## src/rtl/iterative_multiplier_pkg.sv

```systemverilog
// Shared types and sizing helpers for the iterative shift-add multiplier.
package iterative_multiplier_pkg;

    typedef enum logic [1:0] {
        IDLE = 2'd0,
        BUSY = 2'd1,
        DONE = 2'd2
    } state_t;

    function automatic int iter_of(input int width_b, input int bits_per_cycle);
        return width_b / bits_per_cycle;
    endfunction

    // Counter must hold 0..ITER-1; keep at least one bit for the single-iteration case.
    function automatic int cnt_width(input int iter);
        return (iter <= 1) ? 1 : $clog2(iter);
    endfunction

    localparam int ITER_DEFAULT = iter_of(4, 1);

endpackage

```

## src/rtl/iterative_multiplier_pp_row.sv

```systemverilog
// One partial-product row: adds (mcand AND mbit) << SHIFT onto the running sum.
module mul_pp_row #(
    parameter int PW    = 8,
    parameter int SHIFT = 0
) (
    input  logic [PW-1:0] mcand,
    input  logic          mbit,
    input  logic [PW-1:0] acc_in,
    output logic [PW-1:0] acc_out
);

    logic [PW-1:0] pp;

    assign pp      = (mcand & {PW{mbit}}) << SHIFT;
    assign acc_out = acc_in + pp;

endmodule

```

## src/rtl/iterative_multiplier.sv

```systemverilog
// Sequential shift-add multiplier retiring BITS_PER_CYCLE multiplier bits per clock.
// Optional signed operands when SIGNED_MODE_EN is defined.
module iterative_multiplier
    import iterative_multiplier_pkg::*;
#(
    parameter int WIDTH_A        = 4,
    parameter int WIDTH_B        = 4,
    parameter int BITS_PER_CYCLE = 1
) (
    input  logic                       clk,
    input  logic                       rst,
    input  logic                       in_valid,
    output logic                       in_ready,
    input  logic [WIDTH_A-1:0]         a,
    input  logic [WIDTH_B-1:0]         b,
`ifdef SIGNED_MODE_EN
    input  logic                       op_signed,
`endif
    output logic                       out_valid,
    input  logic                       out_ready,
    output logic [WIDTH_A+WIDTH_B-1:0] product
);

    localparam int PW   = WIDTH_A + WIDTH_B;
    localparam int ITER = iter_of(WIDTH_B, BITS_PER_CYCLE);
    localparam int CW   = cnt_width(ITER);

    if (WIDTH_A < 2 || WIDTH_B < 2 || BITS_PER_CYCLE < 1 ||
        (WIDTH_B % BITS_PER_CYCLE) != 0) begin : g_bad_cfg
        $error("iterative_multiplier: BITS_PER_CYCLE must divide WIDTH_B, widths >= 2");
    end

    state_t              state;
    logic [PW-1:0]       mcand;
    logic [WIDTH_B-1:0]  mplier;
    logic [PW-1:0]       acc;
    logic [CW-1:0]       cnt;
    logic [WIDTH_A-1:0]  a_mag;
    logic [WIDTH_B-1:0]  b_mag;
    logic                neg_in;
    logic                neg;
    logic [BITS_PER_CYCLE:0][PW-1:0] chain;
    logic [PW-1:0]       final_sum;

`ifdef SIGNED_MODE_EN
    logic a_neg;
    logic b_neg;
    assign a_neg  = op_signed & a[WIDTH_A-1];
    assign b_neg  = op_signed & b[WIDTH_B-1];
    // Negating the most-negative value wraps to itself, which is its correct unsigned magnitude.
    assign a_mag  = a_neg ? (~a + WIDTH_A'(1)) : a;
    assign b_mag  = b_neg ? (~b + WIDTH_B'(1)) : b;
    assign neg_in = a_neg ^ b_neg;
`else
    assign a_mag  = a;
    assign b_mag  = b;
    assign neg_in = 1'b0;
`endif

    assign chain[0] = acc;

    for (genvar j = 0; j < BITS_PER_CYCLE; j++) begin : g_row
        mul_pp_row #(
            .PW   (PW),
            .SHIFT(j)
        ) u_row (
            .mcand  (mcand),
            .mbit   (mplier[j]),
            .acc_in (chain[j]),
            .acc_out(chain[j+1])
        );
    end

    assign final_sum = chain[BITS_PER_CYCLE];

    always_ff @(posedge clk) begin
        if (rst) begin
            state     <= IDLE;
            in_ready  <= 1'b1;
            out_valid <= 1'b0;
            product   <= '0;
            acc       <= '0;
            cnt       <= '0;
            mcand     <= '0;
            mplier    <= '0;
            neg       <= 1'b0;
        end else begin
            case (state)
                IDLE: begin
                    if (in_valid) begin
                        mcand    <= PW'(a_mag);
                        mplier   <= b_mag;
                        neg      <= neg_in;
                        acc      <= '0;
                        cnt      <= '0;
                        in_ready <= 1'b0;
                        state    <= BUSY;
                    end
                end
                BUSY: begin
                    acc    <= final_sum;
                    mcand  <= mcand << BITS_PER_CYCLE;
                    mplier <= mplier >> BITS_PER_CYCLE;
                    if (cnt == CW'(ITER - 1)) begin
                        product   <= neg ? (~final_sum + PW'(1)) : final_sum;
                        out_valid <= 1'b1;
                        cnt       <= '0;
                        state     <= DONE;
                    end else begin
                        cnt <= cnt + CW'(1);
                    end
                end
                DONE: begin
                    if (out_ready) begin
                        out_valid <= 1'b0;
                        in_ready  <= 1'b1;
                        state     <= IDLE;
                    end
                end
                default: begin
                    state     <= IDLE;
                    in_ready  <= 1'b1;
                    out_valid <= 1'b0;
                end
            endcase
        end
    end

endmodule
```

## config.mk

```make
export PLATFORM = sky130hd
export DESIGN_NAME = iterative_multiplier
export DESIGN_NICKNAME = d
export VERILOG_FILES = /design/src/rtl/iterative_multiplier_pkg.sv /design/src/rtl/iterative_multiplier_pp_row.sv /design/src/rtl/iterative_multiplier.sv
export SDC_FILE = /design/constraint.sdc
export NUM_CORES = 1
export LEC_CHECK = 0
export ABC_CLOCK_PERIOD_IN_PS = 2950
export BUFFER_PORTS_ARGS = -buffer_cell sky130_fd_sc_hd__buf_2
export CELL_PAD_IN_SITES_DETAIL_PLACEMENT = 0
export CELL_PAD_IN_SITES_GLOBAL_PLACEMENT = 1
export CORE_MARGIN = 5
export CORE_UTILIZATION = 42
export DETAILED_ROUTE_END_ITERATION = 12
export PLACE_DENSITY_LB_ADDON = 0.1
export SETUP_SLACK_MARGIN = 0.15
export SLEW_MARGIN = 25
export SYNTH_ARGS = -nofsm -noshare
export SYNTH_HDL_FRONTEND = slang
export SYNTH_HIERARCHICAL = 1
export SYNTH_SLANG_ARGS = --single-unit
```

## constraint.sdc

```tcl
create_clock -name clk -period 2.95 [get_ports clk]
set_clock_uncertainty 0.1 [all_clocks]
set_input_delay 0.885 -clock clk [delete_from_list [all_inputs] [get_ports clk]]
set_output_delay 0.885 -clock clk [all_outputs]
set_load 0.01 [all_outputs]
```

### Word level (Yosys, flattened, before mapping)

Cells that the tools add are included.

| word-level totals | value |
|---|---|
| flip-flop bits (word level) | 34 |
| bits in latches | 0 |
| RAM bits | 0 |
| bits in read-only memories | 0 |
| bits of input ports | 12 |
| output and inout port bits | 10 |
| word-level logic and storage cells | 45 |
| memories | 0 |

| cells by class | value |
|---|---|
| $add $sub $neg | 2 |
| multipliers | 0 |
| divide/modulo/power cells | 0 |
| order comparisons | 0 |
| equality and inequality tests | 6 |
| shifts and indexed selects | 0 |
| mux-type cells | 19 |
| bitwise gates (word level) | 3 |
| reduce and logical (&&, ||, !) cells | 7 |

Operators with widths:

| operator | number |
|---|---|
| 8-bit one-hot mux with 2 select lines | 2 |
| 8-bit 2-to-1 mux | 2 |
| 2-bit 2-to-1 mux | 5 |
| 3-bit AND reduction | 3 |
| 8-bit adder | 1 |
| 8-bit AND | 1 |
| 4-bit one-hot mux with 2 select lines | 1 |
| 2-bit != test, second input constant | 3 |
| 1-bit one-hot mux with 3 select lines | 2 |
| 2-bit one-hot mux with 3 select lines | 1 |
| 2-bit == test, second input constant | 2 |
| 1-bit 2-to-1 mux | 4 |
| 4-bit 2-to-1 mux | 1 |
| 2-bit one-hot mux with 2 select lines | 1 |
| 2-bit AND reduction | 2 |
| 2-bit by 1-bit adder with 2-bit output, second input constant | 1 |
| 2-bit by 1-bit == test with 1-bit output, second input constant | 1 |
| 2-bit logical NOT | 1 |
| 1-bit NOT | 2 |
| 2-bit nonzero test | 1 |

### Logic depth before layout (Yosys ltp)

Gate-level depths: netlist (run 1).

| logic depth | value |
|---|---|
| depth after elaboration | 3 |
| gate-level depth with buffers | 10 |
| gate-level depth less buffers | 10 |

### Hierarchy

The synthesis (run 1) kept the hierarchy.

Modules (own cells, without submodules):

| module | instances | cells each | area an instance (µm²) |
|---|---|---|---|
| iterative_multiplier | 1 | 141 | 1,303.8 |
| mul_pp_row | 1 | 47 | 346.6 |

### Worst setup path after synthesis (run 1)

No wires, ideal clock.

| path | value |
|---|---|
| path type | register -> register |
| start point | register mplier[0] |
| end point | register product[6] |
| arrival time | 1,913 ps |
| required time | 2,779 ps |
| setup slack | 866 ps |
| cell stages (with the launch flop) | 11 |
| clock period less this slack | 2,084 ps |
| cells stage by stage | dfxtp_1 and2_1 ha_1 inv_1 fa_1 nor2b_4 o31a_1 or4_1 nand3_1 nand3_1 a21oi_1 |

| on the way | value |
|---|---|
| cells in the longest elaborated chain, start to end | 2 |

RTL lines:

| element | RTL line | text |
|---|---|---|
| start, declared | iterative_multiplier.sv:35 | `logic [WIDTH_B-1:0] mplier;` |
| start signal, assigned | iterative_multiplier.sv:92 | `mplier <= b_mag;` |
| start signal, assigned | iterative_multiplier.sv:103 | `mplier <= mplier >> BITS_PER_CYCLE;` |
| 8-bit AND | iterative_multiplier_pp_row.sv:14 | `assign pp = (mcand & {PW{mbit}}) << SHIFT;` |
| 8-bit adder | iterative_multiplier_pp_row.sv:15 | `assign acc_out = acc_in + pp;` |
| net final_sum[6] | iterative_multiplier.sv:43 | `logic [PW-1:0] final_sum;` |
| end signal, assigned | iterative_multiplier.sv:105 | `product <= neg ? (~final_sum + PW'(1)) : final_sum;` |
| end, declared | iterative_multiplier.sv:21 | `output logic [WIDTH_A+WIDTH_B-1:0] product` |

The timed path passes the listed nets, and every way through them passes these cells.
A chain may end at the register's enable or synchronous reset.

### Worst setup path in the final report (run 1)

| path | value |
|---|---|
| start point | register mplier[0] |
| end point | register acc[6] |

| on the way | value |
|---|---|
| cells in the longest elaborated chain, start to end | 3 |

RTL lines:

| element | RTL line | text |
|---|---|---|
| 8-bit AND | iterative_multiplier_pp_row.sv:14 |  |
| 8-bit adder | iterative_multiplier_pp_row.sv:15 |  |
| net final_sum[6] | iterative_multiplier.sv:43 |  |
| 8-bit one-hot mux with 2 select lines | iterative_multiplier.sv:88 | `case (state)` |
| end signal, assigned | iterative_multiplier.sv:101 | `acc <= final_sum;` |
| end, declared | iterative_multiplier.sv:36 | `logic [PW-1:0] acc;` |

The timed path passes the listed nets, and every way through them passes these cells.

==> run_results.csv, run 1 <==
group,metric,value,unit
run_status,outcome,"finished, final reports clean",
setup_path,crit_type,"register to register",
clock_tree,clock-sinks,34,
place,io_buffer_count,21,
drt,postRouteAntennaNets,0,
setup_path,critPathRequiredTime,3060,ps
setup_path,start_kind,"register",
yosys,synth_nets,209,
setup_path,reg2regPathDepth,10,
clock_tree,post-cts-setup-buffer-count,0,
timing,rsz0062_at_grt,"false",
floorplanning,die_area,5280,µm²
cells_and_area,diodes,0,
clock_tree,ctsResizeCount,0,
timing,period_share,0.768,
timing,slew_viol_final,0,
cells_and_area,drive_above_1_share,0.155,
power_and_ir_drop,irDropWorstVdd,0.253,mV
drt,drc_errors,0,
clock_tree,cts-buffers-inserted,5,
job,cap_violations,0,
drt,wire_per_inst,13.1,µm
setup_path,crit_path_end_kind,"register",
yosys,synthTopCellsByCount,"dfxtp_1, a21oi_1, nor2_1",
yosys,avgSynthCellArea,8.78,µm²
setup_path,cp_num_buf_inv,1,
setup_path,r2r-end,"acc[6]",
yosys,synth_most_common_cell,"dfxtp_1",
grt,grt_max_degree,35,
cells_and_area,nets,226,
floorplanning,rows,22,
power_and_ir_drop,power,0.921,mW
timing,period_needed,2270,ps
timing,relSlewSlack,0.506,
yosys,synth_cell_types,38,
cells_and_area,area_growth_syn_to_layout,11.4,%
floorplanning,core-area,3740,µm²
yosys,syn_inst,188,
yosys,ys.flop_type,"dfxtp_1",
timing,setup_violations,0,
place,place_congestion,0.849,
floorplanning,pin_count,22,
setup_path,crit_arrival,2380,ps
hold_path,hp-class,"register to register",
setup_path,path_delay_family,"simple AND/OR/NAND/NOR gates",
power_and_ir_drop,leakagePower,0.763,nW
yosys,netlist_area,1650,µm²
hold_path,hold_end,"product[1]",
timing,tns,0,ps
drt,first_pass_iters,4,
drt,wl,3320,µm
setup_path,crit_slowest_cell,"or4_1",
hold_path,whs_path_depth,2,
clock_tree,holdBufCountCts,0,
yosys,synth_top_cell_by_area,"dfxtp_1",
yosys,synthArstFlopShare,0,
timing,worst_slew_pin_slew,741,ps
drt,via_per_inst,5.32,
clock_tree,cts_buffer_depth,2,
clock_tree,cts_htree_levels,2,
timing,max_freq,441,MHz
setup_path,path_cells,"and2_1 > ha_1 > inv_1 > fa_1 > nor2b_4 > o31a_1 > or4_1 > nand3_1 > a22oi_1 > nor2_1",
grt,grt_pass1_wl,5850,µm
setup_path,rrSetupSlack,680,ps
yosys,synth_seq_area_share,0.412,
power_and_ir_drop,p_per_area,501,nW/µm²
clock_tree,root_buffer,"clkbuf_8",
clock_tree,cts_tree,"done",
setup_path,rr_startpoint,"mplier[0]",
yosys,ys.warnings.count,6,
grt,antenna_found_initial,0,
hold_path,holdCritStartpoint,"product[1]",
setup_path,crit_start,"mplier[0]",
floorplanning,dieHeight,72.7,µm
place,hpwl,2350,µm
floorplanning,initial_utilization,0.441,
grt,track_usage,0.140,
clock_tree,clk_pin_slew_worst_paths,70,ps
yosys,synth_seq_cells,34,
yosys,synth_top_cell_area_share,0.412,
floorplanning,die_x,72.7,µm
yosys,synth_edf_count,0,
drt,vias,1352,
grt,grt.overflow.total,0,
timing,hold_violations,0,
setup_path,slowest_delay,400,ps
grt,grt_pass1_vias,1302,
drt,drt_iter0_drc,84,
clock_tree,worstSkewPairLatency,280,ps
yosys,synthTopCellsByArea,"dfxtp_1, a22oi_1, a21oi_1",
setup_path,critPathMaxFanout,9,
metrics by stage:
step | hold WS (ps) | worst slack, ps | cells | utilization | area [µm²]
floorplan | 365 | 866 | 188 | - | 1650
CTS | 355 | 684 | 254 | 0.491 | 1840
global route | 373 | 507 | 254 | 0.491 | 1840
detailed placement | 345 | 700 | 246 | 0.467 | 1750
global placement | 342 | 759 | 246 | 0.467 | 1750
finish | 351 | 685 | 254 | 0.491 | 1840
layout make-up:
type | count | area, µm²
clock buffer | 7 | 86.3
clock inverter | 1 | 5.00
fill | 381 | 1900
inverter | 11 | 41.3
multi-input combinational | 131 | 853
sequential | 34 | 681
tap | 48 | 60.1
timing repair buffer | 22 | 113
registers in the layout, summed over array words and instances (netlist names):
register / cells
acc: 8
cnt: 2
in_ready: 1
mcand: 8
mplier: 4
out_valid: 1
product: 8
state: 2
kinds of logic after synthesis:
group	count (synthesis)	synth area share
AOI/OAI and AO/OA	54	0.227
DFF	34	0.412
adders and majority gates	9	0.0728
and+or+nand+nor	63	0.190
xor gates and xnor gates	5	0.0265
buffers and inverters	23	0.0705
worst max-delay path by stage:
stage | slack (ps) | depth (start not counted) | to
6_report | 680 | 10 | acc[6]
3_5_place_dp | 700 | 10 | acc[6]
3_3_place_gp | 760 | 10 | product[6]
2_1_floorplan | 870 | 10 | product[6]
5_1_grt | 510 | 10 | acc[6]
4_1_cts | 680 | 10 | acc[6]
layer usage:
layer	share of wire	vias to the layer above	track usage
met1	0.45	630	0.171
met3	0.048	4	0.0455
met4	0.0097	0	0.0471
met5	0	-	0
li1	-	696	-
met2	0.49	22	0.230
placed cells by master (no fill, tap or decap), drive strengths merged, types with 2 or more instances in the layout:
cell / instances
o21bai: 2
nand2b: 2
and2: 6
nor3: 2
a21oi: 22
clkbuf: 7
nand2: 12
nor2b: 2
a22oi: 16
dfxtp: 34
nor2: 22
nand3: 11
o221a: 6
ha: 8
buf: 22
xnor2: 4
inv: 11
report_power, final:
group	switching, mW	total, mW	leakage [nW]	internal, mW
clock network	0.163	0.351	0.0482	0.188
registers	0.0135	0.488	0.277	0.474
logic	0.0488	0.0822	0.438	0.0334
total	0.225	0.921	0.763	0.696
worst min-delay path: stages, from the launching register on:
cell	delay, ps
dfxtp_1	310
nand2_1	50
a21oi_1	50
Power figures use the tool's default switching activity.
==> run 2, diff against run 1 <==
--- a/config.mk
+++ b/config.mk
@@ -5,7 +5,7 @@
 export SDC_FILE = /design/constraint.sdc
 export NUM_CORES = 1
 export LEC_CHECK = 0
-export ABC_CLOCK_PERIOD_IN_PS = 2950
+export ABC_CLOCK_PERIOD_IN_PS = 2200
 export BUFFER_PORTS_ARGS = -buffer_cell sky130_fd_sc_hd__buf_2
 export CELL_PAD_IN_SITES_DETAIL_PLACEMENT = 0
 export CELL_PAD_IN_SITES_GLOBAL_PLACEMENT = 1
==> constraint.sdc (replaced) <==
create_clock -name clk -period 2.2 [get_ports clk]
set_clock_uncertainty 0.1 [all_clocks]
set_input_delay 0.66 -clock clk [delete_from_list [all_inputs] [get_ports clk]]
set_output_delay 0.66 -clock clk [all_outputs]
set_load 0.01 [all_outputs]
==> run 2 against run 1 <==
  * Routed wire length rose by 1.8%
  * Die area unchanged
  * Critical path type unchanged
  * Worst hold slack improved by 0.62 ps
==> run_results.csv, run 2 (synthesized netlist as in run 1, its figures left out) <==
group,metric,value,unit
setup_path,critPathRequiredTime,2310,ps
floorplanning,initial_utilization,0.441,
floorplanning,die_area,5280,µm²
timing,worst_slew_pin_slew,615,ps
setup_path,path_cells,"and2_4 > ha_4 > inv_2 > fa_2 > nor2b_4 > o31a_1 > or4_4 > nand3_2 > nand3_1 > a21oi_2",
setup_path,start_kind,"register",
setup_path,crit_path_end_kind,"register",
hold_path,hp-class,"register to register",
timing,tns,0,ps
clock_tree,cts_tree,"done",
floorplanning,dieHeight,72.7,µm
power_and_ir_drop,irDropWorstVdd,0.399,mV
timing,max_freq,466,MHz
setup_path,critPathMaxFanout,5,
cells_and_area,area_growth_syn_to_layout,19.4,%
setup_path,rrSetupSlack,50,ps
hold_path,hold_end,"product[7]",
drt,wl,3380,µm
place,place_congestion,0.831,
clock_tree,cts-buffers-inserted,5,
setup_path,path_delay_family,"simple AND/OR/NAND/NOR gates",
grt,grt.overflow.total,0,
timing,period_needed,2150,ps
timing,rsz0062_at_grt,"true",
setup_path,reg2regPathDepth,10,
setup_path,cp_num_buf_inv,1,
timing,setup_violations,0,
power_and_ir_drop,switchingPower,0.298,mW
timing,period_share,0.976,
hold_path,holdCritStartpoint,"product[7]",
clock_tree,root_buffer,"clkbuf_8",
setup_path,rr_startpoint,"mplier[0]",
setup_path,slowest_delay,420,ps
drt,vias,1360,
place,io_buffer_count,21,
run_status,outcome,"finished, final reports clean",
drt,drt_iter0_drc,80,
setup_path,crit_slowest_cell,"or4_4",
power_and_ir_drop,seqPwrFrac,0.484,
cells_and_area,largestRegisters,"acc x8, mcand x8, product x8",
power_and_ir_drop,p_int,1.05,mW
power_and_ir_drop,power,1.35,mW
setup_path,crit_arrival,2260,ps
drt,wire_per_inst,13.0,µm
setup_path,crit_type,"register to register",
floorplanning,pin_count,22,
power_and_ir_drop,pwr-share-comb,0.090,
drt,first_pass_iters,4,
cells_and_area,nets,232,
timing,hold_violations,0,
grt,grt_max_degree,35,
cells_and_area,drive_above_1_share,0.242,
floorplanning,die_x,72.7,µm
setup_path,cp.depth,10,
grt,antenna_found_initial,0,
place,hpwl,2410,µm
cells_and_area,final_common_cell,"dfxtp_1",
drt,postRouteAntennaNets,0,
floorplanning,core-area,3740,µm²
clock_tree,holdBufCountCts,0,
cells_and_area,diodes,0,
job,cap_violations,0,
power_and_ir_drop,p_per_area,685,nW/µm²
grt,track_usage,0.141,
clock_tree,cts_buffer_depth,2,
floorplanning,rows,22,
grt,grt_pass1_vias,1415,
power_and_ir_drop,leakagePower,0.810,nW
cells_and_area,fillers,381,
timing,slew_viol_final,0,
cells_and_area,final_cell_mix,"dfxtp_1, nor2_1, buf_2",
grt,grt_pass1_wl,6010,µm
drt,via_per_inst,5.25,
clock_tree,cts_htree_levels,2,
hold_path,whs_path_depth,2,
clock_tree,worstSkewPairLatency,280,ps
timing,relSlewSlack,0.590,
clock_tree,clock-sinks,34,
drt,drc_errors,0,
clock_tree,clk_pin_slew_worst_paths,70,ps
power_and_ir_drop,switching_share,0.221,
power_and_ir_drop,pwr-share-clk,0.426,
setup_path,r2r-end,"product[6]",
## run 2: cell types whose count changed in the layout (fill, tap and decap cells not counted), sizes merged
cell / before / now
buf: 22 / 28
bufinv: 0 / 1
clkbuf: 7 / 6
clkinv: 1 / 0
## run 2: metrics by stage
step | worst slack, ps | hold WS [ps] | area, µm² | cells | util
2_1_floorplan | 159 | 365 | 1660 | 188 | -
3_3_place_gp | 79.2 | 342 | 1780 | 249 | 0.475
3_5_place_dp | 15.9 | 344 | 1780 | 249 | 0.475
4_1_cts | 86.1 | 354 | 1940 | 259 | 0.518
5_1_grt | -24.9 | 377 | 1970 | 259 | 0.526
6_report | 53.2 | 352 | 1970 | 259 | 0.526
## run 2: routing by layer
metal,track usage,part of all wire
met5,0,0
met4,0.0492,0.012
met3,0.0455,0.051
met2,0.243,0.50
met1,0.163,0.44
## run 2: how the worst max path moves through the flow
stage,slack (ps),start,end
6_report,50,mplier[0],product[6]
4_1_cts,90,mplier[0],product[6]
3_3_place_gp,80,mplier[0],product[6]
2_1_floorplan,160,mplier[0],product[6]
3_5_place_dp,20,mplier[0],product[6]
5_1_grt,-20,mplier[0],product[6]
## run 2: worst reg2reg max path, cell delays in order (launching register included)
cell     delay [ps]
dfxtp_4         350
and2_4          140
ha_4            150
inv_2            50
fa_2            220
nor2b_4          40
o31a_1          260
or4_4           420
nand3_2         100
nand3_1          90
a21oi_2         150
## run 2: timing repair
action,CTS,global route
pin swaps,3,2
endpoints found under the setup margin,4,8
cloned,0,0
gates resized for setup,6,5
buffers inserted,3,0
## run 2: area by class of cell
cell class	count	area [µm²]	share of cell area
clock buffers	6	82.6	0.0419
clock inverters	1	30.0	0.0152
inverters	11	41.3	0.0210
multi-input cells	131	915	0.464
flip-flops and latches	34	684	0.347
well taps	48	60.1	0.0305
repair buffers	28	158	0.0800
## run 2: power by group through the flow
stage	sequential, mW	combinational, mW	clock [mW]
6_report	0.653	0.121	0.575
3_3_place_gp	0.667	0.113	0
5_1_grt	0.656	0.136	0.623
4_1_cts	0.653	0.121	0.596
2_1_floorplan	0.662	0.0937	0
3_5_place_dp	0.669	0.115	0
